$ cat src/rtl/control_sequencer.sv
// Instruction fetch/decode/execute sequencer for the 8-bit datapath.
// Optional build macro CU_SINGLE_STEP_EN adds a Step input that gates each fetch.
module control_sequencer (
    input  logic        CLK,
    input  logic        RST_N,
`ifdef CU_SINGLE_STEP_EN
    input  logic        Step,
`endif
    input  logic [15:0] IRout,
    input  logic [3:0]  Flags,
    output logic [1:0]  RF_OutASel,
    output logic [1:0]  RF_OutBSel,
    output logic [1:0]  RF_FunSel,
    output logic [3:0]  RF_RegSel,
    output logic [3:0]  ALU_FunSel,
    output logic [1:0]  ARF_OutCSel,
    output logic [1:0]  ARF_OutDSel,
    output logic [1:0]  ARF_FunSel,
    output logic [3:0]  ARF_RegSel,
    output logic        IR_LH,
    output logic        IR_En,
    output logic [1:0]  IR_FunSel,
    output logic [1:0]  MuxASel,
    output logic [1:0]  MuxBSel,
    output logic        MuxCSel,
    output logic        Mem_WR,
    output logic        Mem_CS,
    output logic [2:0]  State
);

    localparam int OPW = 4;

    typedef enum logic [2:0] {
        S_FETCH_H = 3'd0,
        S_FETCH_L = 3'd1,
        S_DECODE  = 3'd2,
        S_EXEC1   = 3'd3,
        S_EXEC2   = 3'd4,
        S_HALT    = 3'd6,
        S_INIT    = 3'd7
    } state_t;

    state_t           state_q, state_d;
    logic [OPW-1:0]   op;
    logic [1:0]       dst, s1, s2, rsel;
    logic [3:0]       dst_en, reg_en;
    logic             step_go;
    logic             br_taken;

    assign op     = IRout[15:12];
    assign dst    = IRout[11:10];
    assign s1     = IRout[9:8];
    assign s2     = IRout[7:6];
    assign rsel   = IRout[9:8];
    assign dst_en = ~(4'b0001 << dst);
    assign reg_en = ~(4'b0001 << rsel);
    assign State  = state_q;

`ifdef CU_SINGLE_STEP_EN
    assign step_go = Step;
`else
    assign step_go = 1'b1;
`endif

    function automatic logic [3:0] alu_code(input logic [OPW-1:0] opc);
        case (opc)
            4'h0:    alu_code = 4'b0111;
            4'h1:    alu_code = 4'b1000;
            4'h2:    alu_code = 4'b0010;
            4'h3:    alu_code = 4'b0100;
            4'h4:    alu_code = 4'b0110;
            4'h5:    alu_code = 4'b1010;
            4'h6:    alu_code = 4'b1011;
            default: alu_code = 4'b0000;
        endcase
    endfunction

    always_comb begin
        case (op)
            4'hB:    br_taken = 1'b1;
            4'hC:    br_taken = ~Flags[0];
            4'hD:    br_taken = Flags[0];
            default: br_taken = 1'b0;
        endcase
    end

    always_ff @(posedge CLK) begin
        if (!RST_N) state_q <= S_INIT;
        else        state_q <= state_d;
    end

    always_comb begin
        state_d = state_q;
        case (state_q)
            S_INIT:    state_d = S_FETCH_H;
            S_FETCH_H: state_d = step_go ? S_FETCH_L : S_FETCH_H;
            S_FETCH_L: state_d = S_DECODE;
            S_DECODE:  state_d = (op == 4'hF) ? S_HALT : S_EXEC1;
            S_EXEC1:   state_d = (op == 4'h7 || op == 4'h8 || op == 4'h9) ? S_EXEC2 : S_FETCH_H;
            S_EXEC2:   state_d = S_FETCH_H;
            S_HALT:    state_d = S_HALT;
            default:   state_d = S_INIT;
        endcase
    end

    always_comb begin
        RF_OutASel  = 2'd0;
        RF_OutBSel  = 2'd0;
        RF_FunSel   = 2'd2;
        RF_RegSel   = 4'b1111;
        ALU_FunSel  = 4'b0000;
        ARF_OutCSel = 2'd0;
        ARF_OutDSel = 2'd0;
        ARF_FunSel  = 2'd2;
        ARF_RegSel  = 4'b1111;
        IR_LH       = 1'b0;
        IR_En       = 1'b0;
        IR_FunSel   = 2'd2;
        MuxASel     = 2'd0;
        MuxBSel     = 2'd0;
        MuxCSel     = 1'b0;
        Mem_WR      = 1'b0;
        Mem_CS      = 1'b1;
        // Outputs stay idle while reset is held so an abandoned instruction commits nothing.
        if (RST_N) begin
            case (state_q)
                S_INIT: begin
                    RF_FunSel  = 2'd3;
                    RF_RegSel  = 4'b0000;
                    ARF_FunSel = 2'd3;
                    ARF_RegSel = 4'b1000;
                end
                S_FETCH_H, S_FETCH_L: begin
                    if (state_q == S_FETCH_L || step_go) begin
                        Mem_CS     = 1'b0;
                        IR_En      = 1'b1;
                        IR_LH      = (state_q == S_FETCH_L);
                        ARF_FunSel = 2'd1;
                        ARF_RegSel = 4'b1110;
                    end
                end
                S_EXEC1: begin
                    case (op)
                        4'h0, 4'h1, 4'h2, 4'h3, 4'h4, 4'h5, 4'h6, 4'h7: begin
                            RF_OutASel = s1;
                            RF_OutBSel = s2;
                            ALU_FunSel = alu_code(op);
                            RF_RegSel  = dst_en;
                        end
                        4'h8, 4'h9: begin
                            MuxBSel    = 2'd2;
                            ARF_RegSel = 4'b1101;
                        end
                        4'hA: begin
                            MuxASel   = 2'd2;
                            RF_RegSel = reg_en;
                        end
                        4'hB, 4'hC, 4'hD: begin
                            MuxBSel    = 2'd2;
                            ARF_RegSel = br_taken ? 4'b1110 : 4'b1111;
                        end
                        default: ;
                    endcase
                end
                S_EXEC2: begin
                    case (op)
                        4'h7: begin
                            RF_FunSel = 2'd1;
                            RF_RegSel = dst_en;
                        end
                        4'h8: begin
                            ARF_OutDSel = 2'd2;
                            Mem_CS      = 1'b0;
                            MuxASel     = 2'd1;
                            RF_RegSel   = reg_en;
                        end
                        4'h9: begin
                            RF_OutASel  = rsel;
                            ARF_OutDSel = 2'd2;
                            Mem_CS      = 1'b0;
                            Mem_WR      = 1'b1;
                        end
                        default: ;
                    endcase
                end
                default: ;
            endcase
        end
    end

endmodule

$ cat config.mk
export PLATFORM = sky130hd
export DESIGN_NAME = control_sequencer
export DESIGN_NICKNAME = d
export VERILOG_FILES = /design/src/rtl/control_sequencer.sv
export SDC_FILE = /design/constraint.sdc
export NUM_CORES = 1
export LEC_CHECK = 0
export BUFFER_PORTS_ARGS = -buffer_cell sky130_fd_sc_hd__buf_4
export CAP_MARGIN = 10
export CORE_ASPECT_RATIO = 1.2
export CORE_MARGIN = 2
export CORE_UTILIZATION = 38
export DETAILED_ROUTE_END_ITERATION = 10
export PLACE_DENSITY = 0.8
export RECOVER_POWER = 25
export SYNTH_ARGS = -nofsm -noshare
export SYNTH_HDL_FRONTEND = slang
export SYNTH_SLANG_ARGS = --single-unit
$ cat constraint.sdc
create_clock -name CLK -period 2.15 [get_ports CLK]
set_input_delay 0.43 -clock CLK [delete_from_list [all_inputs] [get_ports CLK]]
set_output_delay 0.43 -clock CLK [all_outputs]
set_load 0.01 [all_outputs]
After elaboration in Yosys (flattened, before gate mapping) --
Index checks and enable logic that the tools add are counted.
Operators by class: add/sub/neg operators 0, multiply operators 0, divide/modulo/power cells 0, magnitude comparators 0, equal/unequal tests 20, shift-type cells 2, multiplexer cells 48, bitwise logic cells 3, reduce and logical (&&, ||, !) cells 10
Operators by type and width (count):
- 2-bit two-way mux | 17
- 4-bit == test, second input constant | 7
- 4-bit one-hot mux with 7 select lines | 1
- 2-bit one-hot mux with 2 select lines | 5
- 3-bit one-hot mux with 6 select lines | 1
- 4-bit by 3-bit == test with 1-bit output, second input constant | 4
- 4-bit two-way mux | 4
- 4-bit one-hot mux with 2 select lines | 2
- 4-bit one-hot mux with 3 select lines | 1
- 1-bit two-way mux | 11
- 3-bit == test, second input constant | 3
- 3-bit two-way mux | 3
- 3-bit one-hot mux with 3 select lines | 1
- 4-bit by 2-bit == test with 1-bit output, second input constant | 2
- 4-bit NOT | 2
- 8-bit OR reduction | 1
- 1-bit by 2-bit << shifter with 4-bit output, first input constant | 2
- 3-bit by 2-bit == test with 1-bit output, second input constant | 2
- 2-bit OR reduction | 3
- 5-bit OR reduction | 1
- 4-bit by 1-bit == test with 1-bit output, second input constant | 1
- 4-bit logical NOT | 1
- 3-bit by 1-bit == test with 1-bit output, second input constant | 1
- 3-bit logical NOT | 1
- other kinds (5) | 6
Storage, ports and cells: flip-flop bits (word level) 3, bits in latches 0, memory bits (writable) 0, ROM bits 0, input bits 22, logic and storage cells 84, memories 0

Logic depth before layout (Yosys ltp) --
Gate-level depths: netlist (run 1).
word-level depth 6, gate-level depth with buffers 5, mapped depth without buffers 4

Worst setup path before layout (run 1) --
OpenSTA, ideal clock, no wires.
path type reg-to-output, from register state_q[0], in the netlist State[0], to output ALU_FunSel[0], arrival 1.380 ns, slack 0.340 ns, cell stages (with the launch flop) 6, cell sequence dfxtp_1 > buf_4 > nand3_4 > or3_1 > buf_2 > nor4b_4
Between the ends: cells in the longest elaborated chain, start to end 3
Ends and longest elaborated chain:
- from (decl) | RTL line 43 | state_t state_q, state_d;
- from (signal assigned) | RTL line 89 | else state_q <= state_d;
- 3-bit by 2-bit == test with 1-bit output | RTL line 126 | case (state_q)
- 4-bit two-way mux | RTL line 126
- 4-bit two-way mux | RTL line 125 | if (RST_N) begin
- to (decl) | RTL line 15 | output logic [3:0] ALU_FunSel,
Every way passes these cells.

Worst setup path after layout (run 1) --
from input IRout[12], to output RF_RegSel[3]
Between the ends: cells in the longest elaborated chain, start to end 5, elaborated cells between the ends (all ways) 15
Ends and longest elaborated chain:
- from (decl) | RTL line 9 | input logic [15:0] IRout,
- 4-bit by 3-bit == test with 1-bit output, or another cell as far along | RTL line 143, 166
- 8-bit OR reduction | RTL line 143 | case (op)
- 4-bit one-hot mux with 2 select lines | RTL line 143
- 4-bit one-hot mux with 3 select lines * | RTL line 126
- 4-bit two-way mux * | RTL line 125
- to (decl) | RTL line 14 | output logic [3:0] RF_RegSel,
Mark *: on every way between the ends. The rest lies on a longest branch, timed or not.

==> parameters.txt, run 1 <==
Parameter                              Value

Cells and area
  Share of the core filled with cells in the final layout ... 0.573
  Antenna cells ... 0
  Leading cell types in the layout, fill and taps excluded ... buf_4 (44), nor2_1 (12), nand2_1 (8), conb_1 (8), and3_1 (5)
  Area growth syn-to-layout ... 44.8%
  Most common cell after layout, fill and taps aside ... buf_4
  Fin nets ... 168
  Proportion of layout cells with a drive suffix above 1 ... 0.379
  Flip-flop count of the largest register after layout ... 3

Power and ir drop
  Clock network fraction of design power ... 0.194
  Power per cell area ... about 500 nW/um^2
  Sequential Power Share ... 0.191
  Net switching power of the design ... 215 uW
  Leakage component of the power ... approximately 0.0005 uW
  Net Sw Frac ... 0.421
  Internal power component ... between 200 and 300 uW
  Logic gate share of total power ... 0.615
  VDD IR max ... 0.000340 V

Placement
  Detail Placement HPWL ... 1560 um
  Number of I/O port buffers ... 42
  RD Place Congestion ... ~0.85

Synth
  Largest cells by area after synthesis ... buf_4 (9.6%), dfxtp_1 (8.5%), nor2_1 (6.4%)
  Number of standard cells after synthesis ... ~110
  Post-synth top area share ... 0.0956
  Post-synthesis area per instance ... 6.73 sq um
  Biggest area consumer among synthesized cells ... buf_4
  Yosys warning count ... 0
  Seq cells post-synth ... 3
  Netlist area before placement ... just over 700 sq um
  Sequential share of the synthesized area ... 0.0850
  Number of library cell types mapped by synthesis ... 41

Global routing
  Wire length of the first global-routing pass ... between 3000 and 4000 um
  Antenna violations before repair ... 0
  Vias in the first global route ... about 800
  Remaining global-route overflow ... 0
  Maximum number of pins on one net before global-route repair ... 17
  GRT Total Usage ... 0.182

Drt
  # DRC ... 0
  Number of detailed-route iterations in the first pass ... 4
  Number of antenna-violating nets in the routed design ... 0
  Number of DRC markers in iteration 0 ... 18
  Vias per inst ... approximately 5.3
  Routed Wire Length ... roughly 2000 um
  Count of vias placed by the detailed router ... 869
  Post-DR wirelength/cell ... approximately 12 um

Floorplanning
  Number of top-level design ports ... 60
  Initial cell density of the core ... 0.396
  Cell Rows ... 17
  Chip width ... roughly 43 um
  DIE AREA ... between 2000 and 2500 sq um
  Die Ht ... a little over 50 um
  CORE AREA ... approximately 1800 sq um

CTS
  Max Root-Sink Buffers ... 2
  Master cell of the clock root buffer ... clkbuf_4
  Number of buffers created by CTS ... 3
  Number of H-tree branching levels ... 1
  Number of setup buffers added after CTS ... 0
  Clock latency of the later-clocked register in the worst-skew pair ... 0.23 ns
  Clock tree from TritonCTS ... yes
  Number of clock sinks ... 3
  Clock-pin slew on the worst setup and hold paths ... 0.04 ns

Timing
  Share of the clock period used by the worst path after layout ... 0.955
  Maximum clock frequency ... slightly below 500 MHz
  Final hold vios ... 0
  Final worst path period need ... just over 2 ns
  Setup TNS ... 0 ns
  Final setup vio count ... 0
  Max Clock Skew ... roughly 0.00035 ns
  Number of max-slew violations in the final report ... 0
  Setup repair after global routing missed its margin ... false

Setup path
  Worst Path Max Fanout ... 12
  R2r setup slk ... 1.02 ns
  Worst-path cell chain ... buf_4 > nor4b_1 > o21ai_1 > a21oi_2 > o221ai_1 > buf_4
  Kind of launch point of the worst setup path ... primary input
  Worst Path Arrival ... roughly 1.6 ns
  Worst path slowest cell ... nor4b_1
  CP max stage delay ... about 0.37 ns
  CP Capture Type ... output port
  RR Startpoint ... State[2]
  Classification of the worst setup path ... in -> out
  Top Family by Delay on Critical Path ... compound AO/OA/AOI/OAI gates
  FF-to-FF End ... State[2]
  WP data required ... 1.72 ns
  Most frequent cell on the critical path ... buf_4
  Count of buffer and inverter cells on the critical path ... 2
  R2R cell count ... 4
  Number of cells on the critical path ... 6

Min path
  Path category of the worst min-delay check ... in -> reg
  Endpoint of the worst hold-timing path ... State[1]
  Hold Path Stages ... 2
  Start point of the worst min-delay path ... RST_N

Job
  Number of maximum-capacitance constraint violations ... 0

Run status
  Run status ... finished, final reports clean
-- power groups by stage --
stage | clock [uW] | combinational, uW | sequential, uW
finish | 98.8 | 314 | 97.4
global route | 106 | 342 | 102
CTS | 101 | 316 | 91.7
detailed placement | 0 | 315 | 92.0
global placement | 0 | 310 | 91.1
floorplan | 0 | 203 | 86.1
-- routing by layer --
| layer | global-route usage | routed length (um) |
|---|---|---|
| met3 | 0.0318 | 192 |
| met2 | 0.294 | 978 |
| met5 | 0 | 0 |
| met4 | 0.0707 | 17 |
| met1 | 0.237 | 825 |
-- how the worst max path moves through the flow --
stage | to | startpoint
after floorplan | ALU_FunSel[0] | State[0]
after global placement | RF_RegSel[3] | IRout[12]
after detailed placement | RF_RegSel[3] | IRout[12]
after CTS | RF_RegSel[3] | State[2]
after global routing | RF_RegSel[3] | IRout[12]
final | RF_RegSel[3] | IRout[12]
-- repair_timing --
item                                    4_1_cts  5_1_grt
hold buffers                                  0        0
resized for setup                             0        4
endpoints found under the setup margin        0        9
-- cell type report --
cell class / instances / area (sq um)
clock buffers: 4 / 26.3
fillers: 180 / 763
inverters: 4 / 15.0
multi-input cells: 88 / 557
flip-flops and latches: 3 / 63.8
well taps: 19 / 23.8
repair buffers: 46 / 338
-- through the flow --
stage / hold slack (ns) / worst slack (ns) / area [sq um] / cells / total power [uW]
floorplan: 0.683 / 0.340 / 729 / 111 / 289
global placement: 0.691 / 0.127 / 995 / 160 / 401
detailed placement: 0.692 / 0.0949 / 995 / 160 / 407
CTS: 0.460 / 0.00749 / 1020 / 164 / 509
global route: 0.474 / 0.0152 / 1020 / 164 / 550
finish: 0.466 / 0.0969 / 1020 / 164 / 510
-- synth_stat cells --
master and count:
nor2b_1 4, nor2_1 12, and3_1 5, and2b_1 1, o211ai_1 2, dfxtp_1 3, nor4b_1 1, and2_1 4
xnor2_1 1, nand2b_1 3, mux2_1 1, clkinv_1 1, nand3_4 1, o21a_1 1, o21ai_1 2, nand2_1 8
nor4b_4 1, conb_1 2, o221ai_1 4, buf_4 9, a21oi_2 1, nand3_1 3, o21bai_1 1, clkbuf_1 4
a21oi_1 3, inv_1 3, buf_6 1, and3b_1 2, a41oi_1 1, nor3_1 2, nand3b_1 2, nor3b_1 2
nor4_1 1, mux2_2 1, buf_2 2, nand4_1 2, or3_1 1, o21ai_0 4, or3b_1 1, and4b_1 1
nor3b_2 1
-- worst reg2reg max path, stage by stage (launching register included) --
cell and delay (ns):
dfxtp_2 0.37, buf_4 0.17, a41oi_1 0.06, or3b_1 0.36, nand4_1 0.10
-- kinds of logic (layout without fill, tap and decap cells) --
logic type / Yosys count / count (layout) / synth area share
AOI/OAI and AO/OA: 19 / 19 / 0.181
xor gates and xnor gates: 1 / 1 / 0.0124
buffers and inverters: 20 / 54 / 0.168
DFF: 3 / 3 / 0.0850
muxes: 2 / 2 / 0.0319
other: 2 / 8 / 0.0106
and+or+nand+nor: 58 / 58 / 0.511
Power figures use the tool's default switching activity.
==> run 2, diff against run 1 <==
--- a/config.mk
+++ b/config.mk
@@ -9,10 +9,11 @@
 export CAP_MARGIN = 10
 export CORE_ASPECT_RATIO = 1.2
 export CORE_MARGIN = 2
-export CORE_UTILIZATION = 38
+export CORE_UTILIZATION = 34
 export DETAILED_ROUTE_END_ITERATION = 10
-export PLACE_DENSITY = 0.8
+export PLACE_DENSITY = 0.75
 export RECOVER_POWER = 25
+export SETUP_SLACK_MARGIN = 0.15
 export SYNTH_ARGS = -nofsm -noshare
 export SYNTH_HDL_FRONTEND = slang
 export SYNTH_SLANG_ARGS = --single-unit
==> constraint.sdc (replaced) <==
create_clock -name CLK -period 1.7 [get_ports CLK]
set_input_delay 0.34 -clock CLK [delete_from_list [all_inputs] [get_ports CLK]]
set_output_delay 0.34 -clock CLK [all_outputs]
set_load 0.01 [all_outputs]
==> run 2 against run 1 <==
  * The run now ends with setup timing left
  * Hold slack improved by 0.038 ns
  * Worst setup slack got worse by 0.33 ns
  * Final cell count increased by 13%
  * Critical path depth decreased by 2
  * Sequential share of layout area decreased by 1.4 points
  * Largest cell class unchanged
  * Critical path type is now reg -> out
==> parameters.txt, run 2 (synthesis gave the netlist of run 1 again) <==
Parameter                              Value

Run status
  Run status ... finished with violations
  Failing checks ... setup timing

Cells and area
  Fin nets ... 188 (+12%)
  Proportion of layout cells with a drive suffix above 1 ... 0.685 (+0.306)
  Area growth syn-to-layout ... 107%
  Flip-flop count of the largest register after layout ... 3 (unchanged)
  Antenna cells ... 0 (unchanged)
  Leading cell types in the layout, fill and taps excluded ... buf_4 (48), buf_6 (17), conb_1 (8)
  Most common cell after layout, fill and taps aside ... buf_4
  Multi-input gate area in the final layout ... 752 sq um (+35%)
  Count of fill cells added during filler insertion ... 147 (-18%)
  Share of the core filled with cells in the final layout ... 0.731 (+0.158)
  Area occupied by registers ... 71.3 sq um (+12%)

Timing
  Setup repair after global routing missed its margin ... true
  Maximum clock frequency ... roughly 520 MHz
  Share of the clock period used by the worst path after layout ... 1.14
  Final hold vios ... 0 (unchanged)
  Worst hold margin ... 0.504 ns (+0.0378 ns)
  Post-layout worst setup margin ... -0.232 ns (-0.329 ns)
  Final setup vio count ... 17 (+17)
  Final worst path period need ... about 1.9 ns
  Number of max-slew violations in the final report ... 0 (unchanged)
  Max Clock Skew ... 0.00387 ns (+0.00352 ns)

Power and ir drop
  Leakage component of the power ... 0.000664 uW (+32%)
  Sequential Power Share ... 0.143 (-0.048)
  Logic gate share of total power ... 0.707 (+0.092)
  Internal power component ... 499 uW (+69%)
  Net switching power of the design ... 381 uW (+77%)
  Clock network fraction of design power ... 0.151 (-0.043)
  Power per cell area ... 600 nW/um^2 (+21%)
  Net Sw Frac ... 0.433 (+0.0120)
  VDD IR max ... 0.000332 V (-2.5%)

Global routing
  GRT Total Usage ... 0.216 (+0.0338)
  Wire length of the first global-routing pass ... 3970 um (+24%)
  Vias in the first global route ... 916 (+18%)
  Remaining global-route overflow ... 0 (unchanged)
  Maximum number of pins on one net before global-route repair ... 13 (-4)
  Antenna violations before repair ... 0 (unchanged)

CTS
  Clock-pin slew on the worst setup and hold paths ... 0.04 ns (about the same)
  Master cell of the clock root buffer ... clkbuf_4
  Number of hold buffers added after CTS ... 0 (unchanged)
  Max Root-Sink Buffers ... 2 (unchanged)
  Number of clock sinks ... 3 (unchanged)
  Number of buffers created by CTS ... 3 (unchanged)
  Clock tree from TritonCTS ... yes
  Number of H-tree branching levels ... 1 (unchanged)
  Clock latency of the later-clocked register in the worst-skew pair ... 0.24 ns (about the same)

Drt
  Number of DRC markers in iteration 0 ... 9 (-9)
  # DRC ... 0 (unchanged)
  Number of detailed-route iterations in the first pass ... 6 (+2)
  Post-DR wirelength/cell ... 14.9 um (+22%)
  Routed Wire Length ... 2760 um (+37%)
  Number of antenna-violating nets in the routed design ... 0 (unchanged)
  Count of vias placed by the detailed router ... 972 (+12%)
  Vias per inst ... 5.25 (-0.84%)

Setup path
  WP data required ... 1.36 ns (-0.36 ns)
  Classification of the worst setup path ... reg -> out
  CP Capture Type ... output port
  RR Startpoint ... State[2]
  Worst Path Arrival ... 1.59 ns (-0.03 ns)
  Count of buffer and inverter cells on the critical path ... 2 (unchanged)
  Worst Path Max Fanout ... 5 (-7)
  Worst path slowest cell ... or3_4
  Source of the critical timing path ... State[2]
  Top Family by Delay on Critical Path ... simple AND/OR/NAND/NOR gates
  Kind of launch point of the worst setup path ... flop
  Worst-path cell chain ... buf_6 > or3_4 > nor4b_4 > buf_4
  CP max stage delay ... 0.43 ns (+0.06 ns)

Floorplanning
  Initial cell density of the core ... 0.353 (-0.0430)
  DIE AREA ... 2460 sq um (+11%)
  Chip width ... 45.6 um (+5.2%)
  Die Ht ... 54.0 um (+5.3%)
  Cell Rows ... 18 (+1)
  CORE AREA ... 2000 sq um (+12%)
  Number of top-level design ports ... 60 (unchanged)

Placement
  Placement-stage worst setup slack ... -0.0473 ns (-0.142 ns)
  Number of I/O port buffers ... 42 (unchanged)
  Detail Placement HPWL ... 1790 um (+14%)
  RD Place Congestion ... 0.812 (-4.7%)

Job
  Number of maximum-capacitance constraint violations ... 0 (unchanged)

Min path
  Path category of the worst min-delay check ... in -> reg
  Start point of the worst min-delay path ... RST_N
## run 2: changes by cell type in the layout (fill, tap and decap cells not counted), sizes merged
cell	previous run	this run
clkbuf	6	4
clkinv	1	0
buf	44	66
clkinvlp	0	1
## run 2: power by group through the flow
stage	Sequential [uW]	Clock, uW	Combinational (uW)
floorplan	114	0	260
global placement	115	0	441
detailed placement	115	0	455
CTS	118	139	559
global route	126	145	661
finish	126	132	622
## run 2: path summary, 6_finish.rpt
path                                 endpoint  slack (ns)  cells past startpoint
worst max-delay path            ALU_FunSel[0]       -0.23                      4
worst min-delay path                 State[1]        0.50                      3
worst max register to register       State[2]        0.50                      4
worst min register to register       State[1]        0.70                      3
## run 2: per-layer routing
metal,routed length [um],GRT usage,vias to the layer above,part of all wire
met2,1540,0.406,35,0.56
li1,-,-,472,-
met4,10,0.0735,0,0.0036
met5,0,0,-,0
met1,1100,0.257,463,0.40
met3,111,0,2,0.040
## run 2: final cells by class
type / count / area share
multi-input cells: 88 / 0.513
repair buffers: 66 / 0.390
flip-flops and latches: 3 / 0.0487
clock buffers: 4 / 0.0179
well taps: 20 / 0.0171
inverters: 4 / 0.0128
## run 2: through the flow
stage,total power (uW),area [sq um],instances,setup TNS (ns)
2_1_floorplan,375,752,111,0
3_3_place_gp,556,1130,175,-0.0726
3_5_place_dp,570,1130,175,-0.158
4_1_cts,816,1350,183,-1.39
5_1_grt,932,1470,185,-2.91
6_report,880,1470,185,-1.79
## run 2: what timing repair did
| item | 4_1_cts | 5_1_grt |
|---|---|---|
| buffers inserted | 4 | 2 |
| resized for setup | 42 | 26 |
| setup endpoints to repair | 22 | 25 |
| pin swaps | 14 | 15 |
| hold endpoints to repair | 0 | 0 |
## run 2: worst reg2reg max path, stage by stage, from the launching register on
cell and delay [ns]:
dfxtp_4 0.37, buf_4 0.18, a41oi_1 0.08, or3b_1 0.38
nand4_1 0.12
==> run 3, diff against run 2 <==
--- a/config.mk
+++ b/config.mk
@@ -13,7 +13,7 @@
 export DETAILED_ROUTE_END_ITERATION = 10
 export PLACE_DENSITY = 0.75
 export RECOVER_POWER = 25
-export SETUP_SLACK_MARGIN = 0.15
+export SETUP_SLACK_MARGIN = 0.1
 export SYNTH_ARGS = -nofsm -noshare
 export SYNTH_HDL_FRONTEND = slang
 export SYNTH_SLANG_ARGS = --single-unit
==> run 3 against run 2 <==
  * The flow still finishes with violations (setup timing)
  * Non-clock buffer count fell by 3
  * Critical endpoint is now RF_RegSel[2]
  * Global-route usage down 2.7 points
  * Combinational power fell by 20%
  * Maximum frequency increased by 0.28%
==> parameters.txt, run 3 (synthesis gave the netlist of run 1 again) <==
Parameter                              Value

Min path
  Endpoint of the worst hold-timing path ... State[1]
  Start point of the worst min-delay path ... RST_N
  Hold Path Stages ... 3 (unchanged)
  Path category of the worst min-delay check ... in -> reg

Floorplanning
  CORE AREA ... 2000 sq um (unchanged)
  Cell Rows ... 18 (unchanged)
  Chip width ... 45.6 um (unchanged)
  DIE AREA ... 2460 sq um (unchanged)
  Initial cell density of the core ... 0.353 (unchanged)
  Number of top-level design ports ... 60 (unchanged)
  Die Ht ... 54.0 um (unchanged)

Drt
  Vias per inst ... 5.20 (-1.1%)
  # DRC ... 0 (unchanged)
  Number of detailed-route iterations in the first pass ... 4 (-2)
  Post-DR wirelength/cell ... 13.5 um (-9.4%)
  Number of DRC markers in iteration 0 ... 11 (+2)
  Count of vias placed by the detailed router ... 946 (-2.7%)
  Routed Wire Length ... 2460 um (-11%)
  Number of antenna-violating nets in the routed design ... 0 (unchanged)

Setup path
  WP data required ... 1.36 ns (about the same)
  CP max stage delay ... 0.37 ns (-0.06 ns)
  Worst-path cell chain ... nor3b_4 > o21ai_1 > a21oi_2 > o221ai_1 > buf_4
  FF-to-FF End ... State[2]
  R2R cell count ... 4 (unchanged)
  Kind of launch point of the worst setup path ... flop
  CP Capture Type ... output port
  Worst Path Arrival ... 1.59 ns (about the same)
  Worst path slowest cell ... dfxtp_4
  Worst Path Max Fanout ... 7 (+2)
  RR Startpoint ... State[2]
  Top Family by Delay on Critical Path ... compound AO/OA/AOI/OAI gates
  Count of buffer and inverter cells on the critical path ... 1 (-1)
  R2r setup slk ... 0.57 ns (+0.07 ns)
  Classification of the worst setup path ... reg -> out

Global routing
  Remaining global-route overflow ... 0 (unchanged)
  Antenna violations before repair ... 0 (unchanged)
  Vias in the first global route ... 863 (-5.8%)
  Wire length of the first global-routing pass ... 3430 um (-14%)
  GRT Total Usage ... 0.189 (-0.0267)
  Maximum number of pins on one net before global-route repair ... 13 (unchanged)

Timing
  Max Clock Skew ... 0.00946 ns (+0.00559 ns)
  Setup repair after global routing missed its margin ... true
  Final setup vio count ... 16 (-1)
  Share of the clock period used by the worst path after layout ... 1.13 (-0.00321)
  Post-layout worst setup margin ... -0.226 ns (+0.00546 ns)
  Final hold vios ... 0 (unchanged)
  Worst hold margin ... 0.508 ns (+0.00391 ns)
  Maximum clock frequency ... 519 MHz (+0.28%)
  Final worst path period need ... 1.93 ns (-0.00546 ns)
  Number of max-slew violations in the final report ... 0 (unchanged)

Cells and area
  Share of the core filled with cells in the final layout ... 0.636 (-0.0949)
  Proportion of layout cells with a drive suffix above 1 ... 0.537 (-0.148)
  Area growth syn-to-layout ... 80.4%
  Count of fill cells added during filler insertion ... 191 (+30%)
  Most common cell after layout, fill and taps aside ... buf_4
  Fin nets ... 185 (-1.6%)
  Antenna cells ... 0 (unchanged)
  Leading cell types in the layout, fill and taps excluded ... buf_4 (52), nor2_1 (11), buf_6 (10)
  Flip-flop count of the largest register after layout ... 3 (unchanged)

Run status
  Failing checks ... setup timing
  Run status ... finished with violations

Placement
  RD Place Congestion ... 0.845 (+4.1%)
  Detail Placement HPWL ... 1780 um (-0.71%)
  Number of I/O port buffers ... 42 (unchanged)

CTS
  Clock-pin slew on the worst setup and hold paths ... 0.05 ns (about the same)
  Clock latency of the later-clocked register in the worst-skew pair ... 0.25 ns (about the same)
  Number of clock sinks ... 3 (unchanged)
  Clock tree from TritonCTS ... yes
  Number of buffers created by CTS ... 3 (unchanged)
  Number of hold buffers added after CTS ... 0 (unchanged)
  Max Root-Sink Buffers ... 2 (unchanged)
  Master cell of the clock root buffer ... clkbuf_4
  Number of H-tree branching levels ... 1 (unchanged)

Power and ir drop
  Internal power component ... 438 uW (-12%)
  Leakage component of the power ... 0.000621 uW (-6.5%)
  VDD IR max ... 0.000374 V (+13%)
  Power per cell area ... 602 nW/um^2 (+0.30%)
  Net switching power of the design ... 330 uW (-13%)
  Sequential Power Share ... 0.171 (+0.028)
  Clock network fraction of design power ... 0.184 (+0.033)
  Logic gate share of total power ... 0.645 (-0.062)
  Net Sw Frac ... 0.429 (-0.00369)

Job
  Number of maximum-capacitance constraint violations ... 0 (unchanged)
## run 3: power by group through the flow
stage / clock network [uW] / logic, uW / registers [uW]
final: 141 / 495 / 131
after global routing: 145 / 537 / 133
after CTS: 139 / 468 / 130
after detailed placement: 0 / 436 / 122
after global placement: 0 / 427 / 120
after floorplan: 0 / 260 / 112
## run 3: timing repair
item / CTS / global route
pin swaps: 8 / 5
setup endpoints to repair: 21 / 22
setup buffers: 3 / 3
gates resized for setup: 22 / 11
## run 3: area by class of cell
class | count | area (sq um) | area share
clock buffer | 4 | 26.3 | 0.0206
inverter | 4 | 15.0 | 0.0118
multi-input combinational | 88 | 631 | 0.495
sequential | 3 | 71.3 | 0.0559
tap | 20 | 25.0 | 0.0196
timing repair buffer | 63 | 507 | 0.397
## run 3: layer usage
metal	GRT usage	up-vias	wire length, um
li1	-	469	-
met1	0.191	430	896
met2	0.373	43	1350
met3	0.0101	4	168
met4	0.0980	0	50
met5	0	-	0
## run 3: worst reg2reg max path, delay by kind of cell (launching register included)
| family | cells | cell delay (ns) |
|---|---|---|
| AO/OA/AOI/OAI | 1 | 0.25 |
| flip-flops | 1 | 0.36 |
| buffers and inverters | 1 | 0.15 |
| AND/OR/NAND/NOR | 2 | 0.26 |
## run 3: metrics by stage
step | setup slack (ns) | cells | TNS [ns] | power, uW | instance area, sq um
floorplan | 0.0964 | 111 | 0 | 372 | 742
global placement | -0.0804 | 174 | -0.364 | 547 | 1100
detailed placement | -0.101 | 174 | -0.430 | 558 | 1100
CTS | -0.231 | 181 | -2.22 | 737 | 1230
global route | -0.309 | 182 | -3.75 | 815 | 1270
finish | -0.226 | 182 | -2.41 | 768 | 1270
## run 3: how the worst max path moves through the flow
stage / cells after the start / end / startpoint
after floorplan: 5 / ALU_FunSel[0] / State[1]
after global placement: 5 / RF_RegSel[2] / State[2]
after detailed placement: 5 / RF_RegSel[2] / State[2]
after CTS: 5 / RF_RegSel[2] / State[0]
after global routing: 5 / RF_RegSel[2] / State[2]
final: 5 / RF_RegSel[2] / State[2]
